==> config.mk <==
export PLATFORM = sky130hd
export DESIGN_NAME = if_id_buffer
export DESIGN_NICKNAME = d
export VERILOG_FILES = /design/src/rtl/if_id_buffer.sv
export SDC_FILE = /design/constraint.sdc
export NUM_CORES = 1
export LEC_CHECK = 0
export ABC_AREA = 1
export BUFFER_PORTS_ARGS = -buffer_cell sky130_fd_sc_hd__buf_2
export CAP_MARGIN = 40
export CORE_MARGIN = 2
export CORE_UTILIZATION = 45
export CTS_CLUSTER_SIZE = 20
export DETAILED_ROUTE_END_ITERATION = 8
export PLACE_DENSITY = 0.78
export SETUP_SLACK_MARGIN = 0.5
export SLEW_MARGIN = 40
export SYNTH_ARGS = -nofsm -noshare
export SYNTH_HDL_FRONTEND = slang
export SYNTH_SLANG_ARGS = --single-unit
==> constraint.sdc <==
create_clock -name clk -period 4.5 [get_ports clk]
set_clock_uncertainty 0.2 [all_clocks]
set_input_delay 0 -clock clk [delete_from_list [all_inputs] [get_ports clk]]
set_output_delay 0 -clock clk [all_outputs]
set_load 0.02 [all_outputs]
==> src/rtl/if_id_buffer.sv <==
// Two-entry elastic IF/ID pipeline register: slot0 is the head presented to decode,
// slot1 absorbs one cycle of back-pressure. Optional stall counter under IFID_STALL_CNT_EN.
module if_id_buffer #(
  parameter int              XLEN      = 32,
  parameter logic [XLEN-1:0] RESET_PC  = '0,
  parameter logic [XLEN-1:0] NOP_INSTR = 'h13
) (
  input  logic            clk,
  input  logic            rst,
  input  logic            if_valid_i,
  input  logic [XLEN-1:0] if_pc_plus_4_i,
  input  logic [XLEN-1:0] if_instr_i,
  output logic            if_ready_o,
  input  logic            flush_i,
  output logic            id_valid_o,
  output logic [XLEN-1:0] id_pc_plus_4_o,
  output logic [XLEN-1:0] id_pc_o,
  output logic [XLEN-1:0] id_instr_o,
  input  logic            id_ready_i,
  output logic [31:0]     stall_cnt_o
);

  // Handshake: a transfer happens on a rising edge where valid and ready are both high;
  // ready never depends combinationally on the opposite side's valid or ready.
  typedef enum logic [1:0] {ST_EMPTY, ST_ONE, ST_FULL} state_e;

  state_e          state_q, state_d;
  logic [XLEN-1:0] slot0_pc4_q, slot0_pc4_d, slot0_instr_q, slot0_instr_d;
  logic [XLEN-1:0] slot1_pc4_q, slot1_pc4_d, slot1_instr_q, slot1_instr_d;
  logic            push, pop;

  assign push = if_valid_i & if_ready_o;
  assign pop  = id_valid_o & id_ready_i;

  always_ff @(posedge clk or posedge rst) begin
    if (rst) begin
      state_q       <= ST_EMPTY;
      slot0_pc4_q   <= '0;
      slot0_instr_q <= '0;
      slot1_pc4_q   <= '0;
      slot1_instr_q <= '0;
    end else begin
      state_q       <= state_d;
      slot0_pc4_q   <= slot0_pc4_d;
      slot0_instr_q <= slot0_instr_d;
      slot1_pc4_q   <= slot1_pc4_d;
      slot1_instr_q <= slot1_instr_d;
    end
  end

  always_comb begin
    state_d       = state_q;
    slot0_pc4_d   = slot0_pc4_q;
    slot0_instr_d = slot0_instr_q;
    slot1_pc4_d   = slot1_pc4_q;
    slot1_instr_d = slot1_instr_q;
    if (flush_i) begin
      // Slot data is left alone; only occupancy matters once flushed.
      state_d = ST_EMPTY;
    end else begin
      unique case (state_q)
        ST_EMPTY: begin
          if (push) begin
            state_d       = ST_ONE;
            slot0_pc4_d   = if_pc_plus_4_i;
            slot0_instr_d = if_instr_i;
          end
        end
        ST_ONE: begin
          if (push && pop) begin
            slot0_pc4_d   = if_pc_plus_4_i;
            slot0_instr_d = if_instr_i;
          end else if (push) begin
            state_d       = ST_FULL;
            slot1_pc4_d   = if_pc_plus_4_i;
            slot1_instr_d = if_instr_i;
          end else if (pop) begin
            state_d = ST_EMPTY;
          end
        end
        ST_FULL: begin
          if (pop) begin
            state_d       = ST_ONE;
            slot0_pc4_d   = slot1_pc4_q;
            slot0_instr_d = slot1_instr_q;
          end
        end
        default: state_d = ST_EMPTY;
      endcase
    end
  end

  always_comb begin
    if_ready_o     = (state_q != ST_FULL) && !rst;
    id_valid_o     = (state_q != ST_EMPTY);
    id_pc_plus_4_o = slot0_pc4_q;
    id_pc_o        = id_valid_o ? (slot0_pc4_q - XLEN'(4)) : RESET_PC;
    id_instr_o     = id_valid_o ? slot0_instr_q : NOP_INSTR;
  end

`ifdef IFID_STALL_CNT_EN
  logic [31:0] stall_cnt_q, stall_cnt_d;

  always_comb begin
    stall_cnt_d = stall_cnt_q;
    if (id_valid_o && !id_ready_i && (stall_cnt_q != 32'hFFFF_FFFF))
      stall_cnt_d = stall_cnt_q + 32'd1;
  end

  always_ff @(posedge clk or posedge rst) begin
    if (rst) stall_cnt_q <= '0;
    else     stall_cnt_q <= stall_cnt_d;
  end

  assign stall_cnt_o = stall_cnt_q;
`else
  assign stall_cnt_o = 32'h0;
`endif

endmodule

==> results.py <==
metrics = {
    "routing": {
        "remaining_drc_errors": 0,
        "avgViaCountPerCell": 4.964,
        "via_count": 6632,
        "wire_per_inst_um": 13.97,
        "postRouteAntennaNets": 0,
        "totalWireLength_um": 18670,
        "drtIter0Drc": 510,
        "firstDrtPassIters": 5,
    },
    "hold_path": {
        "hold_depth": 4,
        "hold_end": "slot1_instr_q[22]",
        "hold_start": "if_instr_i[22]",
        "min_path_type": "input port to flop",
    },
    "yosys": {
        "synthFlopType": "dfrtp_1",
        "synth_area_um2": 6968,
        "synth_top_area_frac": 0.4669,
        "ys_types": 26,
        "synth_top_area_cell": "dfrtp_1",
        "synth_edf_count": 0,
        "ys_async_sr_fraction": 1.000,
        "ys_seq_area_frac": 0.4669,
        "synth_cells": 924,
        "yosysMostFrequentCell": "nand2_1",
        "syn_area_per_cell_um2": 7.541,
        "synth_common_cells": "nand2_1, dfrtp_1, nor2_1, o21ai_0, inv_1",
        "synth_area_leaders": "dfrtp_1, nand2_1, o21ai_0",
        "ys_warn_count": 0,
        "yosys_register_bits": 130,
    },
    "floorplanning": {
        "core_um2": 15150,
        "die_h_um": 128.4,
        "die-area_um2": 16500,
        "io_pins": 199,
        "start_util": 0.4601,
        "row_count": 45,
        "dieWidth_um": 128.4,
    },
    "clock_tree": {
        "cts_setup_buffers": 0,
        "cts_buffers": 17,
        "cts_buffer_depth": 2,
        "clkTransAtPathRegs_ns": 0.06,
        "cts_tree": "yes",
        "cts_root_buf": "clkbuf_16",
        "cts.sinks": 130,
        "clk_latency_ns": 0.42,
        "htree_levels": 4,
    },
    "placement": {
        "globalplace.congestion": 0.8741,
        "dp_cells": 1235,
        "io_buffer_count": 166,
        "dp_hpwl_um": 11760,
    },
    "cells_and_area": {
        "fin_cells": 1336,
        "post_route_cells_drive_above_1_share": 0.1874,
        "final_nets": 1205,
        "synthToLayoutAreaGrowth_pct": 32.00,
    },
    "timing": {
        "rsz0062_at_grt": "false",
        "tightest_slew_ns": 0.8348,
        "max_freq_ghz": 0.2695,
        "finalSetupViolations": 0,
        "finalHoldViolCount": 0,
        "slew_headroom": 0.4435,
        "min_period_over_period": 0.8247,
        "fin_tns_setup_ns": 0,
        "slew_violations": 0,
        "min_period_ns": 3.711,
    },
    "setup_path": {
        "end_kind": "flop",
        "path_cells": "nor2_4, inv_1, nand2_2, buf_16, nand2_1, nand2_1, nand3_1, nand3_1, dlygate4sd3_1, nand2_1, dlygate4sd3_1",
        "r2r.worst_path.cells": 11,
        "critical_path.max_stage_delay_ns": 0.54,
        "worstPathMaxFanout": 22,
        "crit_family": "buffers and inverters",
        "worstReg2RegStart": "state_q[1]",
        "critical_path.slowest_cell": "dlygate4sd3_1",
        "r2r_setup_slack_ns": 0.79,
        "worstPathRequired_ns": 4.60,
        "path_buf_inv": 4,
        "startpoint_type": "flop",
        "arrival_ns": 3.81,
        "cp-startpoint": "state_q[1]",
        "crit_path_frequent_cell": "nand2_1",
        "r2r_end": "state_q[0]",
        "crit_type": "flop to flop",
    },
    "power_and_ir_drop": {
        "p_per_area_nw_per_um2": 601.1,
        "peakVddDrop_mv": 0.3263,
        "p_leak_nw": 5.100,
        "total_power_mw": 5.529,
    },
    "grt": {
        "grt_max_degree": 129,
        "track_usage": 0.2342,
        "grt_pass1_vias": 6260,
        "overflow": 0,
        "antenna_found_initial": 1,
        "grt_pass1_wl_um": 30590,
    },
    "status": {
        "status": "finished clean",
    },
    "run": {
        "maxCapViolCount": 0,
    },
}
-- worst max path at each step --
stage | end | slack [ns] | cells past startpoint
final | state_q[0] | 0.79 | 11
after global routing | state_q[0] | 0.51 | 11
after CTS | state_q[0] | 0.78 | 11
after detailed placement | state_q[0] | 1.87 | 9
after global placement | state_q[0] | 1.83 | 8
after floorplan | id_pc_plus_4_o[0] | 1.16 | 8
-- what timing repair did --
action,CTS,global route
endpoints found under the hold margin,205,0
resized for setup,0,0
endpoints found under the setup margin,0,0
hold buffers,69,0
-- final cells by class --
type                            count  area [µm²]
Multi-Input combinational cell    669        3152
Timing Repair Buffer              241        1594
Clock buffer                       18       439.2
Inverter                           76       289.0
Fill cell                        1336        5948
Clock inverter                     13       232.7
Antenna cell                        1       2.502
Sequential cell                   130        3253
Tap cell                          188       235.2
-- placed cells by master (no fill, tap or decap), types with 3 or more instances in the layout --
cell type      count
o21ai_0          108
a21oi_1            7
bufinv_16          6
xor2_1             9
clkbuf_16         17
or2_2              3
buf_2            166
o21ai_1           10
inv_1             74
clkinvlp_4         5
dlygate4sd3_1     69
nand2_1          266
dfrtp_1          130
nand4_1            5
nor2_1           123
o21bai_1           6
mux2i_1           40
nand3_1           49
conb_1            32
buf_4              3
-- worst register-to-register path: stages (launching register included) --
cell and delay, ns:
dfrtp_1 0.48, nor2_4 0.44, inv_1 0.35, nand2_2 0.50
buf_16 0.23, nand2_1 0.07, nand2_1 0.06, nand3_1 0.06
nand3_1 0.06, dlygate4sd3_1 0.54, nand2_1 0.05, dlygate4sd3_1 0.54
-- state kept, by name, indices dropped and copies added (netlist names) --
name            flops
id_pc_plus_4_o     32
slot0_instr_q      32
slot1_instr_q      32
slot1_pc4_q        32
state_q             2
-- power breakdown --
part | switching [mW] | leakage [nW] | internal [mW] | total [mW]
clock | 0.521 | 0.315 | 1.05 | 1.57
sequential | 0.429 | 1.62 | 1.67 | 2.09
combinational | 1.21 | 3.16 | 0.657 | 1.86
-- cells by family after synthesis --
logic type / synth area share
adders and majority gates: 0.001795
muxes: 0.05746
AOI/OAI and AO/OA: 0.09715
buffers and inverters: 0.1040
other: 0.0005382
xor gates and xnor gates: 0.01131
and+or+nand+nor: 0.2609
DFF: 0.4669
-- per-stage QoR --
step | cell area, µm² | utilization | hold WS (ns) | setup slack (ns)
after floorplan | 7088 | - | -0.1158 | 1.165
after global placement | 7780 | 0.5137 | 0.04900 | 1.825
after detailed placement | 7833 | 0.5171 | 0.05249 | 1.872
after CTS | 9195 | 0.6071 | 0.1491 | 0.7758
after global routing | 9198 | 0.6073 | 0.1629 | 0.5099
final | 9198 | 0.6073 | 0.1662 | 0.7889
-- per-layer routing --
metal,part of all wire,wire (µm),global-route usage,vias to the layer above
met4,0.021,393,0.09308,0
met3,0.060,1122,0.04865,36
met2,0.47,8755,0.3789,259
met5,0,0,0,-
met1,0.45,8395,0.3096,3049
li1,-,-,-,3288
No activity file was read; power rests on OpenSTA's default activity.
